--- src/rtl/gpio_link_pkg.sv ---
// -----------------------------------------------------------------------------
// gpio_link_pkg
// Shared definitions for the inter-FPGA GPIO message link.
//   GPIO_WORD_W / GPIO_WORDS : default bus word width and words per message
//   rx_state_t               : receive FSM states (IDLE / RECV / ACK)
//   PIN_*                    : GPIO pin index map of the link connector
// -----------------------------------------------------------------------------
package gpio_link_pkg;

   localparam int unsigned GPIO_WORD_W = 32;
   localparam int unsigned GPIO_WORDS  = 4;

   // Pin map: DATA[31:0], forwarded clock, MESSAGE_DONE, and the two ready lines.
   localparam int unsigned PIN_DATA_LSB = 0;
   localparam int unsigned PIN_DATA_MSB = 31;
   localparam int unsigned PIN_CLK      = 32;
   localparam int unsigned PIN_DONE     = 33;
   localparam int unsigned PIN_RDY0     = 34;
   localparam int unsigned PIN_RDY1     = 35;

   typedef enum logic [1:0] {
      RX_IDLE = 2'd0,
      RX_RECV = 2'd1,
      RX_ACK  = 2'd2
   } rx_state_t;

endpackage

--- src/rtl/gpio_message_receiver_if.sv ---
// -----------------------------------------------------------------------------
// gpio_message_receiver_if
// Bundles the receiver's link-side and consumer-side signals.
//   bus_data      : word driven by the peer on GPIO[31:0]
//   peer_valid    : peer ready/data-valid line
//   rx_ready      : receiver can accept a new message (this board's ready line)
//   ack           : MESSAGE_DONE pin
//   message_in    : last complete message, word k at [k*WORD_W +: WORD_W]
//   message_valid : message_in holds an untaken message
//   message_taken : consumer pulse clearing message_valid
//   err_abort     : one-cycle pulse, peer_valid dropped mid-message
//   err_timeout   : one-cycle pulse, peer never released after ack
// Modports: slave = the receiver, master = the peer/consumer side.
// -----------------------------------------------------------------------------
interface gpio_message_receiver_if
   import gpio_link_pkg::*;
#(
   parameter int unsigned WORD_W = GPIO_WORD_W,
   parameter int unsigned WORDS  = GPIO_WORDS
);

   logic [WORD_W-1:0]       bus_data;
   logic                    peer_valid;
   logic                    rx_ready;
   logic                    ack;
   logic [WORDS*WORD_W-1:0] message_in;
   logic                    message_valid;
   logic                    message_taken;
   logic                    err_abort;
   logic                    err_timeout;

   modport slave (
      input  bus_data, peer_valid, message_taken,
      output rx_ready, ack, message_in, message_valid, err_abort, err_timeout
   );

   modport master (
      output bus_data, peer_valid, message_taken,
      input  rx_ready, ack, message_in, message_valid, err_abort, err_timeout
   );

endinterface

--- src/rtl/gpio_rx_assembler.sv ---
// -----------------------------------------------------------------------------
// gpio_rx_assembler
// Shadow word register file for an in-flight message.
//   i_clk, i_rst_n : clock, asynchronous active-low reset
//   i_wr_en        : write i_wr_data into word i_wr_idx this edge
//   i_wr_idx       : word index being written
//   i_wr_data      : bus word
//   o_words        : parallel view of all words; the word being written this
//                    cycle is bypassed so the final word can be copied out
//                    on the same edge that writes it
// -----------------------------------------------------------------------------
module gpio_rx_assembler
   import gpio_link_pkg::*;
#(
   parameter  int unsigned WORD_W = GPIO_WORD_W,
   parameter  int unsigned WORDS  = GPIO_WORDS,
   localparam int unsigned IDX_W  = (WORDS > 1) ? $clog2(WORDS) : 1
) (
   input  logic                    i_clk,
   input  logic                    i_rst_n,
   input  logic                    i_wr_en,
   input  logic [IDX_W-1:0]        i_wr_idx,
   input  logic [WORD_W-1:0]       i_wr_data,
   output logic [WORDS*WORD_W-1:0] o_words
);

   logic [WORD_W-1:0] r_words [WORDS];

   always_ff @(posedge i_clk or negedge i_rst_n) begin
      if (!i_rst_n) begin
         for (int unsigned k = 0; k < WORDS; k++) begin
            r_words[k] <= '0;
         end
      end else if (i_wr_en) begin
         r_words[i_wr_idx] <= i_wr_data;
      end
   end

   always_comb begin
      o_words = '0;
      for (int unsigned k = 0; k < WORDS; k++) begin
         o_words[k*WORD_W +: WORD_W] =
            (i_wr_en && (32'(i_wr_idx) == k)) ? i_wr_data : r_words[k];
      end
   end

endmodule

--- src/rtl/gpio_message_receiver.sv ---
// -----------------------------------------------------------------------------
// gpio_message_receiver
// Receive endpoint of the GPIO message link: samples WORDS bus words while
// peer_valid is high, publishes them atomically as message_in, raises ack
// (MESSAGE_DONE) until the peer drops peer_valid or ACK_TIMEOUT expires, and
// holds message_valid until the consumer pulses message_taken.
//   clock  : system clock, all logic on posedge
//   resetn : asynchronous active-low reset
//   bus    : gpio_message_receiver_if.slave (see interface header); its
//            WORD_W/WORDS must match this module's parameters
// Requires WORDS >= 2 and ACK_TIMEOUT >= 2.
// -----------------------------------------------------------------------------
module gpio_message_receiver
   import gpio_link_pkg::*;
#(
   parameter int unsigned WORD_W      = GPIO_WORD_W,
   parameter int unsigned WORDS       = GPIO_WORDS,
   parameter int unsigned ACK_TIMEOUT = 64
) (
   input  logic                  clock,
   input  logic                  resetn,
   gpio_message_receiver_if.slave bus
);

   localparam int unsigned CNT_W = (WORDS > 1) ? $clog2(WORDS) : 1;
   localparam int unsigned TMO_W = (ACK_TIMEOUT > 1) ? $clog2(ACK_TIMEOUT) : 1;
   localparam int unsigned MSG_W = WORD_W * WORDS;

   localparam logic [CNT_W-1:0] LAST_IDX = CNT_W'(WORDS - 1);
   localparam logic [TMO_W-1:0] TMO_LAST = TMO_W'(ACK_TIMEOUT - 1);

   rx_state_t        r_state;
   logic [CNT_W-1:0] r_cnt;
   logic [TMO_W-1:0] r_tmo;
   logic             r_ack;
   logic             r_msg_valid;
   logic [MSG_W-1:0] r_msg;
   logic             r_err_abort;
   logic             r_err_timeout;

   logic             w_rx_ready;
   logic             w_start;
   logic             w_wr_en;
   logic [CNT_W-1:0] w_wr_idx;
   logic [MSG_W-1:0] w_words;

   assign w_rx_ready = (r_state == RX_IDLE) & ~r_msg_valid;
   assign w_start    = w_rx_ready & bus.peer_valid;
   assign w_wr_en    = w_start | ((r_state == RX_RECV) & bus.peer_valid);
   // Word 0 always lands at index 0; later words follow the running count.
   assign w_wr_idx   = (r_state == RX_RECV) ? r_cnt : '0;

   gpio_rx_assembler #(
      .WORD_W (WORD_W),
      .WORDS  (WORDS)
   ) u_assembler (
      .i_clk     (clock),
      .i_rst_n   (resetn),
      .i_wr_en   (w_wr_en),
      .i_wr_idx  (w_wr_idx),
      .i_wr_data (bus.bus_data),
      .o_words   (w_words)
   );

   always_ff @(posedge clock or negedge resetn) begin
      if (!resetn) begin
         r_state       <= RX_IDLE;
         r_cnt         <= '0;
         r_tmo         <= '0;
         r_ack         <= 1'b0;
         r_msg_valid   <= 1'b0;
         r_msg         <= '0;
         r_err_abort   <= 1'b0;
         r_err_timeout <= 1'b0;
      end else begin
         r_err_abort   <= 1'b0;
         r_err_timeout <= 1'b0;

         if (bus.message_taken && r_msg_valid) begin
            r_msg_valid <= 1'b0;
         end

         case (r_state)
            RX_IDLE: begin
               if (w_start) begin
                  r_cnt   <= CNT_W'(1);
                  r_state <= RX_RECV;
               end
            end
            RX_RECV: begin
               if (!bus.peer_valid) begin
                  r_err_abort <= 1'b1;
                  r_cnt       <= '0;
                  r_state     <= RX_IDLE;
               end else if (r_cnt == LAST_IDX) begin
                  // w_words already carries the final word via the bypass.
                  r_msg       <= w_words;
                  r_msg_valid <= 1'b1;
                  r_ack       <= 1'b1;
                  r_tmo       <= '0;
                  r_cnt       <= '0;
                  r_state     <= RX_ACK;
               end else begin
                  r_cnt <= r_cnt + CNT_W'(1);
               end
            end
            RX_ACK: begin
               if (!bus.peer_valid) begin
                  r_ack   <= 1'b0;
                  r_tmo   <= '0;
                  r_state <= RX_IDLE;
               end else if (r_tmo == TMO_LAST) begin
                  r_err_timeout <= 1'b1;
                  r_ack         <= 1'b0;
                  r_tmo         <= '0;
                  r_state       <= RX_IDLE;
               end else begin
                  r_tmo <= r_tmo + TMO_W'(1);
               end
            end
            default: begin
               r_ack   <= 1'b0;
               r_cnt   <= '0;
               r_tmo   <= '0;
               r_state <= RX_IDLE;
            end
         endcase
      end
   end

   assign bus.rx_ready      = w_rx_ready;
   assign bus.ack           = r_ack;
   assign bus.message_in    = r_msg;
   assign bus.message_valid = r_msg_valid;
   assign bus.err_abort     = r_err_abort;
   assign bus.err_timeout   = r_err_timeout;

endmodule
--- src/flat_wrapper.sv ---
// flat-port wrapper written by rule: the top's interface ports become plain ports
module gpio_message_receiver_flat import gpio_link_pkg::*;
#(
   parameter int unsigned WORD_W      = GPIO_WORD_W,
   parameter int unsigned WORDS       = GPIO_WORDS,
   parameter int unsigned ACK_TIMEOUT = 64
)
  (clock, resetn, bus_bus_data, bus_peer_valid, bus_message_taken, bus_rx_ready, bus_ack, bus_message_in, bus_message_valid, bus_err_abort, bus_err_timeout);
  gpio_message_receiver_if #(.WORD_W(WORD_W), .WORDS(WORDS)) bus_i ();
  input  logic clock;
  input  logic resetn;
  input wire logic [$bits(bus_i.bus_data)-1:0] bus_bus_data;
  input wire logic [$bits(bus_i.peer_valid)-1:0] bus_peer_valid;
  input wire logic [$bits(bus_i.message_taken)-1:0] bus_message_taken;
  output wire logic [$bits(bus_i.rx_ready)-1:0] bus_rx_ready;
  output wire logic [$bits(bus_i.ack)-1:0] bus_ack;
  output wire logic [$bits(bus_i.message_in)-1:0] bus_message_in;
  output wire logic [$bits(bus_i.message_valid)-1:0] bus_message_valid;
  output wire logic [$bits(bus_i.err_abort)-1:0] bus_err_abort;
  output wire logic [$bits(bus_i.err_timeout)-1:0] bus_err_timeout;
  assign bus_i.bus_data = bus_bus_data;
  assign bus_i.peer_valid = bus_peer_valid;
  assign bus_i.message_taken = bus_message_taken;
  assign bus_rx_ready = bus_i.rx_ready;
  assign bus_ack = bus_i.ack;
  assign bus_message_in = bus_i.message_in;
  assign bus_message_valid = bus_i.message_valid;
  assign bus_err_abort = bus_i.err_abort;
  assign bus_err_timeout = bus_i.err_timeout;
  gpio_message_receiver #(.WORD_W(WORD_W), .WORDS(WORDS), .ACK_TIMEOUT(ACK_TIMEOUT)) u_core (.clock(clock), .resetn(resetn), .bus(bus_i));
endmodule
--- config.mk ---
export PLATFORM = sky130hd
export DESIGN_NAME = gpio_message_receiver_flat
export DESIGN_NICKNAME = d
export VERILOG_FILES = /design/src/rtl/gpio_link_pkg.sv /design/src/rtl/gpio_message_receiver_if.sv /design/src/rtl/gpio_rx_assembler.sv /design/src/rtl/gpio_message_receiver.sv /design/src/flat_wrapper.sv
export SDC_FILE = /design/constraint.sdc
export NUM_CORES = 1
export LEC_CHECK = 0
export BUFFER_PORTS_ARGS = -buffer_cell sky130_fd_sc_hd__buf_2
export CAP_MARGIN = 10
export CORE_MARGIN = 2
export CORE_UTILIZATION = 40
export DETAILED_ROUTE_END_ITERATION = 10
export HOLD_SLACK_MARGIN = 0.03
export PLACE_DENSITY_LB_ADDON = 0.25
export SLEW_MARGIN = 25
export SYNTH_ARGS = -nofsm -noshare
export SYNTH_HDL_FRONTEND = slang
export SYNTH_SLANG_ARGS = --single-unit
--- constraint.sdc ---
create_clock -name clock -period 2.8 [get_ports clock]
set_input_delay 0.56 -clock clock [delete_from_list [all_inputs] [get_ports clock]]
set_output_delay 0.56 -clock clock [all_outputs]
set_load 0.03 [all_outputs]
Word level (Yosys, flattened, before mapping)
Index checks and enable logic that the tools add are counted.
{ "classes": {"n_reduce_logical": 13, "add_sub_neg": 2, "order_cmp": 2, "eq_ne": 12, "n_bitwise": 8, "mux": 36} }
{ "ops": {"columns": ["operator", "n"], "rows": [
  ["32-bit two-way mux", 5],
  ["128-bit bitwise mux", 1],
  ["32-bit demux with 2-bit select", 1],
  ["6-bit two-way mux", 4],
  ["6-bit one-hot mux with 3 select lines", 1],
  ["2-bit two-way mux", 8],
  ["1-bit two-way mux", 13],
  ["2-bit one-hot mux with 3 select lines", 2],
  ["3-bit AND reduction", 3],
  ["2-bit equality test (second input constant)", 4],
  ["6-bit by 1-bit adder with 6-bit output (second input constant)", 1],
  ["6-bit equality test (second input constant)", 1],
  ["1-bit logical AND", 6],
  ["2-bit by 1-bit equality test with 1-bit output (second input constant)", 2],
  ["2-bit logical NOT", 2],
  ["2-bit != test (second input constant)", 2],
  ["4-bit AND reduction", 1],
  ["1-bit AND", 3],
  ["3-bit greater-or-equal comparator (second input constant)", 1],
  ["3-bit by 1-bit < comparator with 1-bit output (second input constant)", 1],
  ["3-bit by 2-bit != test with 1-bit output (second input constant)", 1],
  ["3-bit != test (second input constant)", 1],
  ["1-bit NOT", 3],
  ["2-bit NOT with 3-bit output", 1],
  ["5 further kinds", 5]
]} }
{ "totals": {"wordCells": 85, "input_bits": 36, "out_inout_bits": 133, "reg_bits": 270} }

Depth between registers and ports, before layout
{ "depth": {"ltp_word": 8, "depth_mapped": 6, "ltp_nobuf": 4} }

Cells and area by module
Synthesis repeated with hierarchy kept, for this count alone.
{ "hier_totals": {"hier_cells": 646, "area_unflattened_um2": 11050.6} }
{ "by_module_without_submodules": {"columns": ["module", "n_inst", "area_each_um2", "seq_area_each_um2", "cells_per_inst"], "rows": [
  ["gpio_message_receiver", 1, 5886.9, 3553.4, 340],
  ["gpio_rx_assembler", 1, 5163.7, 3203.1, 306]
]} }

Worst setup path after synthesis
Ideal clock, no wire load.
{ "synth_path": {"path_kind": "register -> output", "startpoint": "register u_core.r_state[0]", "endpoint": "output port bus_rx_ready", "slack_ns": 0.809, "t_arrival_ns": 1.431, "required_ns": 2.240, "path_buffers": 2, "path_stages_with_launch": 4, "path_cell_list": "dfrtp_1 buf_4 clkbuf_1 nor3_1"} }
{ "synth_via": {"elab_chain_len": 2} }
{ "synth_rtl": {"columns": ["element", "line", "rtl"], "rows": [
  ["start, declared", "gpio_message_receiver.sv:32", "rx_state_t r_state;"],
  ["start signal, assigned", "gpio_message_receiver.sv:67", "r_state <= RX_IDLE;"],
  ["start signal, assigned", "gpio_message_receiver.sv:87", "r_state <= RX_RECV;"],
  ["start signal, assigned", "gpio_message_receiver.sv:94", "r_state <= RX_IDLE;"],
  ["2-bit logical NOT", "gpio_message_receiver.sv:47", "assign w_rx_ready = (r_state == RX_IDLE) & ~r_msg_valid;"],
  ["1-bit AND", "gpio_message_receiver.sv:47", null],
  ["end, declared", "flat_wrapper.sv:15", "output wire logic [$bits(bus_i.rx_ready)-1:0] bus_rx_ready;"]
]} }
No other way between the ends.

Worst setup path in the final report
Same ends and word-level chain as after synthesis.

==> impl_results.md <==
- Die area: 0.03067 sq mm
- Reg2reg start: u_core.r_cnt[1]
- Overflow after GRT: 0
- WP data arrival: 1.72 ns
- CP startpoint: u_core.r_state[0]
- TritonCTS clock tree: yes
- Vias in the first global route: 8,761
- Synth top area share: 0.5769
- Worst EP required: 2.24 ns
- DR DRC count: 0
- CP max-delay cell: dfrtp_1
- Status: complete, no violations
- YS warnings: 0
- IO buf count: approximately 170
- RSZ-0062 raised after global routing: false
- Hold depth: 2
- Min Tclk post-route: about 2.3 ns
- Antenna cells: 0
- Slew Limit Headroom: 0.4875
- Startpoint types: flip-flop
- Worst Setup Path Type: reg2out
- Max incr delay on CP: between 0.5 and 0.6 ns
- Filler instances: around 2,700
- Lkg Pwr: 0.006409 uW
- Gp weighted congestion: 0.7832
- Area growth syn-to-layout: 17.48%
- Routed Antenna Nets: 0
- Synth cell types: 46
- Die Wd: between 150 and 200 um
- Global-route wire length before repair: 51.85 mm
- Setup Buffers After CTS: 0
- Worst-path clk slew: 0.06 ns
- Crit path cell chain: buf_4 -> nor3_1 -> buf_2
- Crit-path leading delay family: flip-flops
- CTS Sinks: 270
- Synthesized instance count: 1,084
- VDD IR max: 588.9 uV
- Async SR Flop Fraction: 1.000
- R2r endpoint: u_core.bus.message_in[94]
- TritonCTS Buffers: 29
- CTS Root Cell: clkbuf_16
- R2R setup slack: 0.66 ns
- Buffer levels on the longest clock path: 3
- Initial antenna violation count: 0
- Htree depth: 1
- Dominant synthesized flop cell: dfrtp_1
- Post-Syn Area: 0.01171 sq mm
- Avg WL per Cell: 20.52 um
- Clock Latency Late Sink: around 0.55 ns
- Vias per inst: 5.701
- Post-Syn Nets: 1,122
- Final Max Slew Viols: 0
- Iteration-0 DRC Markers: between 700 and 800
- Most frequent cells in the layout: dfrtp_1 (268), buf_2 (167), nand2_1 (140)
- Util after Layout: 0.4781
- PwrDens: 1136 mW/mm^2
- Resize count post-CTS: 0
- Ranking of synthesized cells by area: dfrtp_1 (58%), o211ai_1 (7.9%), mux2_2 (6.0%)
- Final Skew: 0.01532 ns
- DRT Wirelength: 33.00 mm
- Crit. End Element: output pin
- Row count: between 60 and 70
- Hold Path Sink: u_core.bus.message_valid
- Post-synth EDFFs: 0
- Pre-Repair DR Iteration Count: 5
- Gr usage total: 0.2132
- Setup_tns: 0 ns
- Nets: 1,241
- Core area: 0.02878 sq mm
- Worst-Margin Slew: between 0.7 and 0.8 ns
- Post-synthesis register bit count: 270
- Max cap viols: 0
- Die Y: 175.1 um
- Worst hold margin: about 0.22 ns
- Class of the worst hold path: in2reg
- Final Hold Viols: 0
- Vias: 9,168
- Io pins: 169
- FMAX: 438.7 MHz
- Post-synthesis sequential area ratio: 0.5769
- Placed wire-length estimate: between 20 and 25 mm
- Starting Density: 0.4070
- Min-delay src: bus_message_taken
- CTS Hold Bufs: 1
- Commonest non-fill, non-tap cell in the layout: dfrtp_1
- Count of final setup violators: 0
- WP buf/inv: 2
- Largest net degree at the start of global routing: 85
- Syn_area_per_cell: about 11 sq um
- Fraction of layout cells with a size suffix above 1: 0.2623
- Final worst path period share: 0.8140
- Synth area leader: dfrtp_1
- Worst Path Max Fanout: 12
- Reg2Reg Depth: 5
-- Yosys cell counts, types with 2 or more instances --
master,count
a31oi_1,65
and4b_1,3
buf_1,6
buf_2,53
buf_4,12
buf_6,3
clkbuf_1,34
dfrtp_1,270
ha_1,2
inv_1,2
mux2_1,2
mux2_2,62
nand2_1,140
nand3_1,97
nand4_1,30
nand4b_1,33
nand4b_2,2
nor2_1,65
nor2b_1,2
nor3_1,2
nor3b_1,3
o211ai_1,123
o211ai_2,9
o21ai_0,41
o21bai_1,2
-- where the power goes --
group / total (uW) / switching (uW) / internal (uW)
logic: 5370 / 3640 / 1730
registers: 6590 / 995 / 5600
clock network: 3670 / 1540 / 2130
-- per-layer routing --
metal | track usage | wire length, um
met1 | 0.3121 | 15040
met2 | 0.3258 | 15130
met3 | 0.04069 | 2053
met4 | 0.05451 | 775
met5 | 0 | 0
-- cells by family (layout without fill, tap and decap cells) --
logic type,Yosys count,in the layout,share of synthesized area
simple gates,389,389,0.1653
flops,270,270,0.5769
compound gates,246,246,0.1460
buf+inv,112,252,0.04743
mux,64,64,0.06153
fa+ha+maj,2,2,0.002136
xor+xnor,1,1,0.0007479
-- final cells by class --
cell class | instances | area [sq um] | share of cell area
Clock buffer | 45 | 835.8 | 0.06074
Clock inverter | 7 | 66.31 | 0.004820
Inverter | 3 | 11.26 | 0.0008184
Multi-Input combinational cell | 702 | 4433 | 0.3222
Sequential cell | 270 | 6761 | 0.4914
Tap cell | 384 | 480.5 | 0.03492
Timing Repair Buffer | 197 | 1171 | 0.08511
-- worst max path at each step --
stage,endpoint,slack (ns),cells past startpoint
after CTS,bus_rx_ready,0.50,3
final,bus_rx_ready,0.52,3
after detailed placement,u_core.u_assembler.r_words[91],0.64,5
after global placement,u_core.u_assembler.r_words[85],0.67,5
after floorplan,bus_rx_ready,0.81,3
after global routing,bus_rx_ready,0.42,3
-- per-stage QoR --
| step | total power [uW] | instance area (sq um) | instances | setup WS [ns] |
|---|---|---|---|---|
| after detailed placement | 12050 | 12850 | 1555 | 0.6414 |
| after CTS | 15760 | 13760 | 1608 | 0.4957 |
| after floorplan | 10150 | 11710 | 1084 | 0.8094 |
| final | 15640 | 13760 | 1608 | 0.5207 |
| after global placement | 11940 | 12850 | 1555 | 0.6696 |
| after global routing | 16510 | 13760 | 1608 | 0.4191 |
-- state kept, by name, summed over array words and instances, names as in the netlist --
name / cells
u_core.u_assembler.r_words: 128
u_core.bus.message_valid: 1
u_core.r_cnt: 2
u_core.bus.err_timeout: 1
u_core.r_state: 2
u_core.bus.ack: 1
u_core.bus.err_abort: 1
u_core.r_tmo: 6
u_core.bus.message_in: 128
(Power assumes the default switching activity.)
